`config.mk`:
```
export PLATFORM = sky130hd
export DESIGN_NAME = mem_init_sequencer_flat
export DESIGN_NICKNAME = d
export VERILOG_FILES = /design/src/rtl/mem_init_pkg.sv /design/src/rtl/mem_init_sequencer_if.sv /design/src/rtl/sync_3ff.sv /design/src/rtl/mem_init_sequencer.sv /design/src/flat_wrapper.sv
export SDC_FILE = /design/constraint.sdc
export NUM_CORES = 1
export LEC_CHECK = 0
export ABC_AREA = 1
export ABC_CLOCK_PERIOD_IN_PS = 2000
export BUFFER_PORTS_ARGS = -buffer_cell sky130_fd_sc_hd__buf_2
export CORE_MARGIN = 8
export CORE_UTILIZATION = 25
export DETAILED_ROUTE_END_ITERATION = 16
export GPL_ROUTABILITY_DRIVEN = 0
export MAX_ROUTING_LAYER = met4
export PLACE_DENSITY_LB_ADDON = 0.05
export SYNTH_ARGS = -nofsm -noshare
export SYNTH_HDL_FRONTEND = slang
export SYNTH_SLANG_ARGS = --single-unit
```
`constraint.sdc`:
```
create_clock -name clock -period 2 [get_ports clock]
set_clock_uncertainty 0.1 [all_clocks]
set_input_delay 0.4 -clock clock [delete_from_list [all_inputs] [get_ports clock]]
set_output_delay 0.4 -clock clock [all_outputs]
set_load 0.01 [all_outputs]
```
`src/rtl/mem_init_pkg.sv`:
```
// Shared types and defaults for the memory-controller bring-up sequencer.
package mem_init_pkg;

  localparam int unsigned CntW     = 24;
  localparam int unsigned StateW   = 3;
  localparam int unsigned RetryW   = 2;

  localparam int unsigned DefResetCycles = 16;
  localparam int unsigned DefLockTimeout = 1 << 20;
  localparam int unsigned DefCalibTimeout = 1 << 22;
  localparam int unsigned DefMaxRetry    = 3;

  typedef logic [CntW-1:0]   cnt_t;
  typedef logic [RetryW-1:0] retry_t;

  typedef enum logic [StateW-1:0] {
    StIdle      = 3'd0,
    StReset     = 3'd1,
    StWaitLock  = 3'd2,
    StWaitCalib = 3'd3,
    StRun       = 3'd4,
    StFail      = 3'd5
  } state_e;

endpackage

```
`src/rtl/mem_init_sequencer_if.sv`:
```
// Status inputs and control/debug outputs of the memory bring-up sequencer.
interface mem_init_sequencer_if;
  import mem_init_pkg::*;

  logic                clock_ok;
  logic                mmcm_locked;
  logic                calib_complete;
  logic                restart;
  logic                mem_reset;
  logic                mem_ok;
  logic                init_fail;
  logic [RetryW-1:0]   retry_count;
  logic [StateW-1:0]   state;

  modport master (
    input  clock_ok,
    input  mmcm_locked,
    input  calib_complete,
    input  restart,
    output mem_reset,
    output mem_ok,
    output init_fail,
    output retry_count,
    output state
  );

  modport slave (
    output clock_ok,
    output mmcm_locked,
    output calib_complete,
    output restart,
    input  mem_reset,
    input  mem_ok,
    input  init_fail,
    input  retry_count,
    input  state
  );

endinterface

```
`src/rtl/sync_3ff.sv`:
```
// Three-flop single-bit synchroniser with asynchronous clear.
module sync_3ff (
  input  logic clock,
  input  logic sys_reset,
  input  logic d,
  output logic q
);

  (* ASYNC_REG = "TRUE" *) logic [2:0] ff_q;

  always_ff @(posedge clock or posedge sys_reset) begin
    if (sys_reset) begin
      ff_q <= 3'b000;
    end else begin
      ff_q <= {ff_q[1:0], d};
    end
  end

  assign q = ff_q[2];

endmodule

```
`src/rtl/mem_init_sequencer.sv`:
```
// Sequences MIG reset, MMCM lock and calibration, retrying on timeout or loss.
module mem_init_sequencer
  import mem_init_pkg::*;
#(
  parameter int unsigned RESET_CYCLES  = DefResetCycles,
  parameter int unsigned LOCK_TIMEOUT  = DefLockTimeout,
  parameter int unsigned CALIB_TIMEOUT = DefCalibTimeout,
  parameter int unsigned MAX_RETRY     = DefMaxRetry
) (
  input logic                 clock,
  input logic                 sys_reset,
  mem_init_sequencer_if.master bus
);

  localparam cnt_t   ResetLast = CntW'(RESET_CYCLES - 1);
  localparam cnt_t   LockLast  = CntW'(LOCK_TIMEOUT - 1);
  localparam cnt_t   CalibLast = CntW'(CALIB_TIMEOUT - 1);
  localparam retry_t RetryMax  = RetryW'(MAX_RETRY);

  logic clock_ok_s, mmcm_locked_s, calib_complete_s;

  sync_3ff u_sync_clock_ok (
    .clock     (clock),
    .sys_reset (sys_reset),
    .d         (bus.clock_ok),
    .q         (clock_ok_s)
  );

  sync_3ff u_sync_mmcm_locked (
    .clock     (clock),
    .sys_reset (sys_reset),
    .d         (bus.mmcm_locked),
    .q         (mmcm_locked_s)
  );

  sync_3ff u_sync_calib_complete (
    .clock     (clock),
    .sys_reset (sys_reset),
    .d         (bus.calib_complete),
    .q         (calib_complete_s)
  );

  state_e state_q, state_d;
  cnt_t   cnt_q;
  retry_t retry_q, retry_d;
  logic   cnt_clr;
  logic   do_retry;
  logic   mem_reset_q, mem_ok_q, init_fail_q;

  always_comb begin
    state_d  = state_q;
    retry_d  = retry_q;
    cnt_clr  = 1'b0;
    do_retry = 1'b0;

    // Priority: clock loss, then restart, then timeout/loss, then progress.
    if (!clock_ok_s && (state_q != StFail)) begin
      state_d = StIdle;
    end else if (bus.restart && (state_q != StIdle)) begin
      state_d = StReset;
      retry_d = '0;
      cnt_clr = 1'b1;
    end else begin
      unique case (state_q)
        StIdle: begin
          if (clock_ok_s) state_d = StReset;
        end
        StReset: begin
          if (cnt_q == ResetLast) state_d = StWaitLock;
        end
        StWaitLock: begin
          if (cnt_q == LockLast) do_retry = 1'b1;
          else if (mmcm_locked_s) state_d = StWaitCalib;
        end
        StWaitCalib: begin
          if (!mmcm_locked_s || (cnt_q == CalibLast)) do_retry = 1'b1;
          else if (calib_complete_s) state_d = StRun;
        end
        StRun: begin
          if (!mmcm_locked_s || !calib_complete_s) do_retry = 1'b1;
        end
        StFail: begin
          state_d = StFail;
        end
        default: state_d = StIdle;
      endcase

      if (do_retry) begin
        if (retry_q == RetryMax) begin
          state_d = StFail;
        end else begin
          state_d = StReset;
          retry_d = retry_q + retry_t'(1);
        end
      end
    end
  end

  // Outputs are decoded from the next state so they change in step with state.
  always_ff @(posedge clock or posedge sys_reset) begin
    if (sys_reset) begin
      state_q     <= StIdle;
      cnt_q       <= '0;
      retry_q     <= '0;
      mem_reset_q <= 1'b1;
      mem_ok_q    <= 1'b0;
      init_fail_q <= 1'b0;
    end else begin
      state_q <= state_d;
      retry_q <= retry_d;
      if ((state_d != state_q) || cnt_clr) begin
        cnt_q <= '0;
      end else if (cnt_q != '1) begin
        cnt_q <= cnt_q + cnt_t'(1);
      end
      mem_reset_q <= (state_d == StIdle) || (state_d == StReset) || (state_d == StFail);
      mem_ok_q    <= (state_d == StRun);
      init_fail_q <= (state_d == StFail);
    end
  end

  assign bus.mem_reset   = mem_reset_q;
  assign bus.mem_ok      = mem_ok_q;
  assign bus.init_fail   = init_fail_q;
  assign bus.retry_count = retry_q;
  assign bus.state       = state_q;

endmodule

```
`src/flat_wrapper.sv`:
```
// flat-port wrapper written by rule: the top's interface ports become plain ports
module mem_init_sequencer_flat import mem_init_pkg::*;
#(
  parameter int unsigned RESET_CYCLES  = DefResetCycles,
  parameter int unsigned LOCK_TIMEOUT  = DefLockTimeout,
  parameter int unsigned CALIB_TIMEOUT = DefCalibTimeout,
  parameter int unsigned MAX_RETRY     = DefMaxRetry
)
  (clock, sys_reset, bus_clock_ok, bus_mmcm_locked, bus_calib_complete, bus_restart, bus_mem_reset, bus_mem_ok, bus_init_fail, bus_retry_count, bus_state);
  mem_init_sequencer_if bus_i ();
  input logic clock;
  input logic sys_reset;
  input wire logic [$bits(bus_i.clock_ok)-1:0] bus_clock_ok;
  input wire logic [$bits(bus_i.mmcm_locked)-1:0] bus_mmcm_locked;
  input wire logic [$bits(bus_i.calib_complete)-1:0] bus_calib_complete;
  input wire logic [$bits(bus_i.restart)-1:0] bus_restart;
  output wire logic [$bits(bus_i.mem_reset)-1:0] bus_mem_reset;
  output wire logic [$bits(bus_i.mem_ok)-1:0] bus_mem_ok;
  output wire logic [$bits(bus_i.init_fail)-1:0] bus_init_fail;
  output wire logic [$bits(bus_i.retry_count)-1:0] bus_retry_count;
  output wire logic [$bits(bus_i.state)-1:0] bus_state;
  assign bus_i.clock_ok = bus_clock_ok;
  assign bus_i.mmcm_locked = bus_mmcm_locked;
  assign bus_i.calib_complete = bus_calib_complete;
  assign bus_i.restart = bus_restart;
  assign bus_mem_reset = bus_i.mem_reset;
  assign bus_mem_ok = bus_i.mem_ok;
  assign bus_init_fail = bus_i.init_fail;
  assign bus_retry_count = bus_i.retry_count;
  assign bus_state = bus_i.state;
  mem_init_sequencer #(.RESET_CYCLES(RESET_CYCLES), .LOCK_TIMEOUT(LOCK_TIMEOUT), .CALIB_TIMEOUT(CALIB_TIMEOUT), .MAX_RETRY(MAX_RETRY)) u_core (.clock(clock), .sys_reset(sys_reset), .bus(bus_i));
endmodule
```
### Word-level counts from Yosys, hierarchy flattened

Index checks and enable logic that the tools add are counted.

| word-level totals | value |
|---|---|
| bits in registers | 41 |

| cells by class | value |
|---|---|
| add/subtract/negate cells | 2 |
| eq/ne operators | 16 |
| mux-type cells | 24 |
| bitwise operators | 1 |
| reductions and logical operators | 16 |

Operators with widths:

| operator | number |
|---|---|
| 24-bit two-way mux | 2 |
| 3-bit two-way mux | 10 |
| 24-bit by 1-bit adder with 24-bit output, second input constant | 1 |
| 24-bit by 20-bit == test with 1-bit output, second input constant | 1 |
| 24-bit by 22-bit == test with 1-bit output, second input constant | 1 |
| 24-bit by 4-bit == test with 1-bit output, second input constant | 1 |
| 24-bit != test, second input constant | 1 |
| 3-bit one-hot mux with 6 select lines | 1 |
| 3-bit == test, second input constant | 4 |
| 1-bit two-way mux | 7 |
| 3-bit by 1-bit == test with 1-bit output, second input constant | 2 |
| 3-bit by 2-bit == test with 1-bit output, second input constant | 2 |
| 3-bit zero test | 2 |
| 2-bit two-way mux | 3 |
| 1-bit logical OR | 5 |
| 2-bit nonzero test | 2 |
| 1-bit zero test | 3 |
| 3-bit != test | 1 |
| 3-bit != test, second input constant | 1 |
| 1-bit one-hot mux with 3 select lines | 1 |
| 3-bit AND reduction | 1 |
| 3-bit nonzero test | 1 |
| 2-bit by 1-bit adder with 2-bit output, second input constant | 1 |
| 2-bit == test, second input constant | 1 |
| other kinds (3) | 4 |

### Depth between registers and ports, before layout

| logic depth | value |
|---|---|
| word-level depth | 12 |
| depth in mapped cells | 17 |
| gate-level depth less buffers | 16 |

### Hierarchy

A second synthesis with hierarchy kept.

| unflattened totals | value |
|---|---|
| cells, all modules | 273 |
| area total of the unflattened synthesis | 2353.5 µm² |

By module, submodules not included:

| module | instances | cells each | area an instance (µm²) | sequential area each (µm²) |
|---|---|---|---|---|
| mem_init_sequencer | 1 | 261 | 2117.0 | 802.0 |
| sync_3ff | 3 | 4 | 78.8 | 75.1 |

### Least setup slack after synthesis

No wires, ideal clock.

| path | value |
|---|---|
| path kind | reg-to-reg |
| from | reg u_core.cnt_q[0] |
| to | reg u_core.cnt_q[11] |
| library setup time | 0.130 ns |
| arrival | 1.837 ns |
| setup slack | -0.067 ns |
| stages on the path, launching flop included | 18 |
| buffers on the path | 1 |
| path through | dfrtp_1 -> ha_1 -> nand2_1 -> nor2_2 -> nand2_4 -> nor2_8 -> nand2_4 -> nand2_2 -> nand2_1 -> nand2_2 -> nor2_1 -> nand2_2 -> nand2_2 -> nand2_2 -> nand2_2 -> nand3_4 -> buf_12 -> nor2_4 |

| between the ends | value |
|---|---|
| cells in the longest elaborated chain, start to end | 12 |
| elaborated cells on any way between the ends | 23 |
| those cells by class | add/sub: 1; eq/ne: 5; mux: 14; reduce/logical: 3 |

RTL lines:

| what | line | RTL |
|---|---|---|
| start: declaration | mem_init_sequencer.sv:44 | `cnt_t cnt_q;` |
| start signal: assignment | mem_init_sequencer.sv:114 | `cnt_q <= cnt_q + cnt_t'(1);` |
| 24-bit by 22-bit == test with 1-bit output | mem_init_sequencer.sv:76 | `if (!mmcm_locked_s \|\| (cnt_q == CalibLast)) do_retry = 1'b1;` |
| 1-bit logical OR | mem_init_sequencer.sv:76 |  |
| 1-bit two-way mux | mem_init_sequencer.sv:76 |  |
| 1-bit one-hot mux with 3 select lines | mem_init_sequencer.sv:64 | `unique case (state_q)` |
| 1-bit two-way mux | mem_init_sequencer.sv:59 | `end else if (bus.restart && (state_q != StIdle)) begin` |
| 1-bit two-way mux | mem_init_sequencer.sv:57 | `if (!clock_ok_s && (state_q != StFail)) begin` |
| 3-bit two-way mux | mem_init_sequencer.sv:88 | `if (do_retry) begin` |
| 3-bit two-way mux | mem_init_sequencer.sv:59 |  |
| 3-bit two-way mux | mem_init_sequencer.sv:57 |  |
| 3-bit != test | mem_init_sequencer.sv:111 | `if ((state_d != state_q) \|\| cnt_clr) begin` |
| 1-bit logical OR | mem_init_sequencer.sv:111 |  |
| 24-bit two-way mux / 2-bit nonzero test (equally long branches) | -- |  |

Several ways; a longest one is shown, not always the timed one. The select of a mux whose other input is x is not followed.
A chain may end at the register's enable or synchronous reset.

### Worst setup path in the final report

| path | value |
|---|---|
| from | reg u_core.cnt_q[0] |
| to | reg u_core.cnt_q[22] |

The elaborated chain is that of the path after synthesis.

==> metrics.md <==
| Metric | Value |
|---|---|
| Status | `complete, but fails checks` |
| Failing checks | `negative setup slack` |
| Xor/xnor share of the synthesized area | `7.31%` |
| Launch point of the worst reg-to-reg path | `u_core.cnt_q[0]` |
| Top cell by count, worst path | `buf_4` |
| H-tree Lvls | `2` |
| CP Cell Sequence | `ha_2, nand2_2, nor2_4, buf_4, buf_4, buf_4, buf_4, buf_4, nand4_1, nor3_2, xor2_1, inv_1, nor2_4` |
| Post-synth top area cell | `dfrtp_1` |
| Post-synthesis mux area share | `0.418%` |
| Top post-synthesis cells by count | `nand2_1, dfrtp_1, nor2_1` |
| Sequential area share after synthesis | `42.8%` |
| TritonCTS clock tree | `built` |
| Count of cell types in the netlist | `27` |
| Critical Path AT | `2260 ps` |
| Compound-Gate Fraction of Synth Area | `1.67%` |
| Post-layout min period | `2130 ps` |
| Synth-to-layout area growth | `45.3%` |
| Core Region | `0.00928 mm2` |
| Simple-gate share of the synthesized area | `39.2%` |
| Clock transition at the registers of the reported paths | `90 ps` |
| Fin crit share | `107%` |
| # diodes | `0` |
| Fraction of layout cells with a size suffix above 1 | `46.8%` |
| Worst Setup Start Kind | `register` |
| Final Hold Violating Endpoints | `0` |
| Initial Util | `25.8%` |
| DR vias/cell | `3.92` |
| Number of synthesized flops with an enable pin | `0` |
| Main combinational cell family by area after synthesis | `simple AND/OR/NAND/NOR gates` |
| Final Max Tran Viols | `0` |
| Post-synthesis adder-cell area fraction | `1.04%` |
| Worst hold path startpoint | `bus_mmcm_locked` |
| Syn nets | `283` |
| Gate Count Post-Synth | `275` |
| Ys Warns | `0` |
| CP max FO | `3` |
| DRT Pass-1 Iters | `4` |
| Synthesized flop and latch total | `41` |
| Maximum root-to-sink buffer count | `2` |
| Most frequent cell after synthesis | `nand2_1` |
| Mapped Avg Cell Area | `8.72 um2` |
| Num CTS Buffers | `5` |
| # rows | `35` |
| DIE AREA | `0.0130 mm2` |
| Vias in the first global route | `2041` |
| Setup Viol. Count Final | `24` |
| Final wirelength | `6000 um` |
| Peak VDD IR | `380 uV` |
| Clk root buf | `clkbuf_8` |
| Die W | `114 um` |
| Dpl hpwl | `4690 um` |
| WHS | `107 ps` |
| RSZ-0062 raised after global routing | `true` |
| Final setup margin | `-131 ps` |
| Most used DFF post-synth | `dfrtp_1` |
| Crit path max-delay cell type | `dfrtp_1` |
| Vias after detailed routing | `1978` |
| Initial antenna violation count | `0` |
| Area share of the leading cell type in the synthesized netlist | `41.8%` |
| Clk_lat worst skew | `300 ps` |
| First-pass GRT wire length | `10300 um` |
| Util after Layout | `37.5%` |
| Drt initial violations | `64` |
| Post-route ant nets | `0` |
| Mapped Area | `0.00240 mm2` |
| Pleak | `0.00167 uW` |
| Max Fclk | `0.469 GHz` |
| Buffers on Ports | `13` |
| Largest cells by area after synthesis | `dfrtp_1, nor2_4, nand2_1, nor2_1, inv_1` |
| Required time worst endpoint | `2130 ps` |
| Largest net degree at the start of global routing | `18` |
| Critical path class | `register to register` |
| DRC | `0` |
| Die height | `114 um` |
| Global route overflow | `0` |
| Post-route cell area | `0.00348 mm2` |
| CTS sink cnt | `41` |
| Fraction of registers with async set/reset | `100%` |
| Placed cell area | `0.00320 mm2` |
| All-Layer GR Usage | `10.4%` |
| Nets@finish | `383` |
| Critical path's top delay family | `simple AND/OR/NAND/NOR gates` |
| IO Count | `14` |
| Wire per inst | `11.9 um` |
| Slew headroom | `74.7%` |
| Actual slew at the worst max-slew pin | `375 ps` |
| Max-Cap Viols | `0` |
| Worst path max stage delay | `360 ps` |
| Cell Pwr Density | `584 mW/mm2` |
| Hold WC Path Type | `primary input to register` |
| Worst setup startpoint | `u_core.cnt_q[0]` |
| Crit path buf inv count | `6` |
| Crit path capture type | `register` |
cells in the final DEF (no fill, tap or decap), types with 2 or more instances in the layout:
cell and instances:
buf_4 76, nor2_4 28, nand2_4 4, inv_2 7
bufinv_16 2, nand3_1 16, nor2_2 7, nor3_1 5
nand2_2 17, buf_2 13, dfrtp_1 40, nand2_1 44
buf_6 2, o31ai_1 2, o21ai_0 3, nand3_2 3
inv_1 29, nor2_1 29, clkbuf_8 5, xor2_1 12
buf_12 3, nand4_1 6, xnor2_1 7
layout make-up:
cell class / instances / area [um2]
timing repair buffer: 95 / 728
inverter: 37 / 141
tap: 129 / 161
multi-input combinational: 195 / 1290
clock buffer: 5 / 68.8
fill: 995 / 5800
clock inverter: 3 / 65.1
sequential: 41 / 1030
registers in the layout, indices dropped and copies added (netlist names):
| register | cells |
|---|---|
| u_core.bus.init_fail | 1 |
| u_core.bus.mem_ok | 1 |
| u_core.bus.mem_reset | 1 |
| u_core.bus.retry_count | 2 |
| u_core.bus.state | 3 |
| u_core.cnt_q | 24 |
| u_core.u_sync_calib_complete.ff_q | 3 |
| u_core.u_sync_clock_ok.ff_q | 3 |
| u_core.u_sync_mmcm_locked.ff_q | 3 |
power by group:
| group | internal [uW] | total (uW) | switching (uW) | leakage, uW |
|---|---|---|---|---|
| clock | 497 | 826 | 329 | 0.0000681 |
| sequential | 865 | 892 | 27.1 | 0.000542 |
| combinational | 139 | 315 | 176 | 0.00106 |
| total | 1500 | 2030 | 532 | 0.00167 |
per-stage QoR:
step	worst slack, ps	total power [uW]	setup TNS [ps]	instances
after detailed placement	-204	1210	-4590	490
after CTS	-199	2070	-4350	504
final	-131	2030	-2560	505
after global placement	-220	1210	-4520	490
after floorplan	-55.0	1090	-977	275
after global routing	-312	2130	-7080	505
worst register-to-register path, stage by stage, from the launching register on:
cell     delay [ps]
dfrtp_1         360
ha_2            200
nand2_2          60
nor2_4          120
buf_4           130
buf_4            90
buf_4            80
buf_4            80
buf_4            90
nand4_1         170
nor3_2          180
xor2_1          200
inv_1           100
nor2_4           90
worst paths after layout:
| path | endpoint | slack (ps) | cells past startpoint |
|---|---|---|---|
| worst max-delay path | u_core.cnt_q[22] | -130 | 13 |
| worst min register to register | u_core.u_sync_clock_ok.ff_q[2] | 250 | 0 |
| max in group asynchronous | u_core.bus.mem_reset | 670 | 4 |
| worst max register to register | u_core.cnt_q[22] | -130 | 13 |
| min in group asynchronous | u_core.cnt_q[21] | 520 | 3 |
| worst min-delay path | u_core.u_sync_mmcm_locked.ff_q[0] | 110 | 1 |
what timing repair did:
item,in CTS,in global routing
hold buffers,1,0
gates resized for setup,19,12
endpoints found under the setup margin,28,30
pin swaps,19,11
hold endpoints to repair,15,0
buffers inserted,6,2
routing by layer:
metal	wire length (um)	up-vias	global-route usage (%)
met4	50	0	2.40
met3	161	4	2.11
li1	-	1046	-
met2	2690	20	15.7
met1	3090	908	13.9
met5	0	-	-
kinds of logic (layout without fill, tap and decap cells):
| kind of cell | count (synthesis) | after routing |
|---|---|---|
| DFF | 41 | 41 |
| xor gates and xnor gates | 20 | 20 |
| muxes | 1 | 1 |
| AOI/OAI and AO/OA | 7 | 7 |
| adders and majority gates | 2 | 2 |
| and+or+nand+nor | 165 | 165 |
| buffers and inverters | 39 | 140 |
No activity file was read; power rests on OpenSTA's default activity.
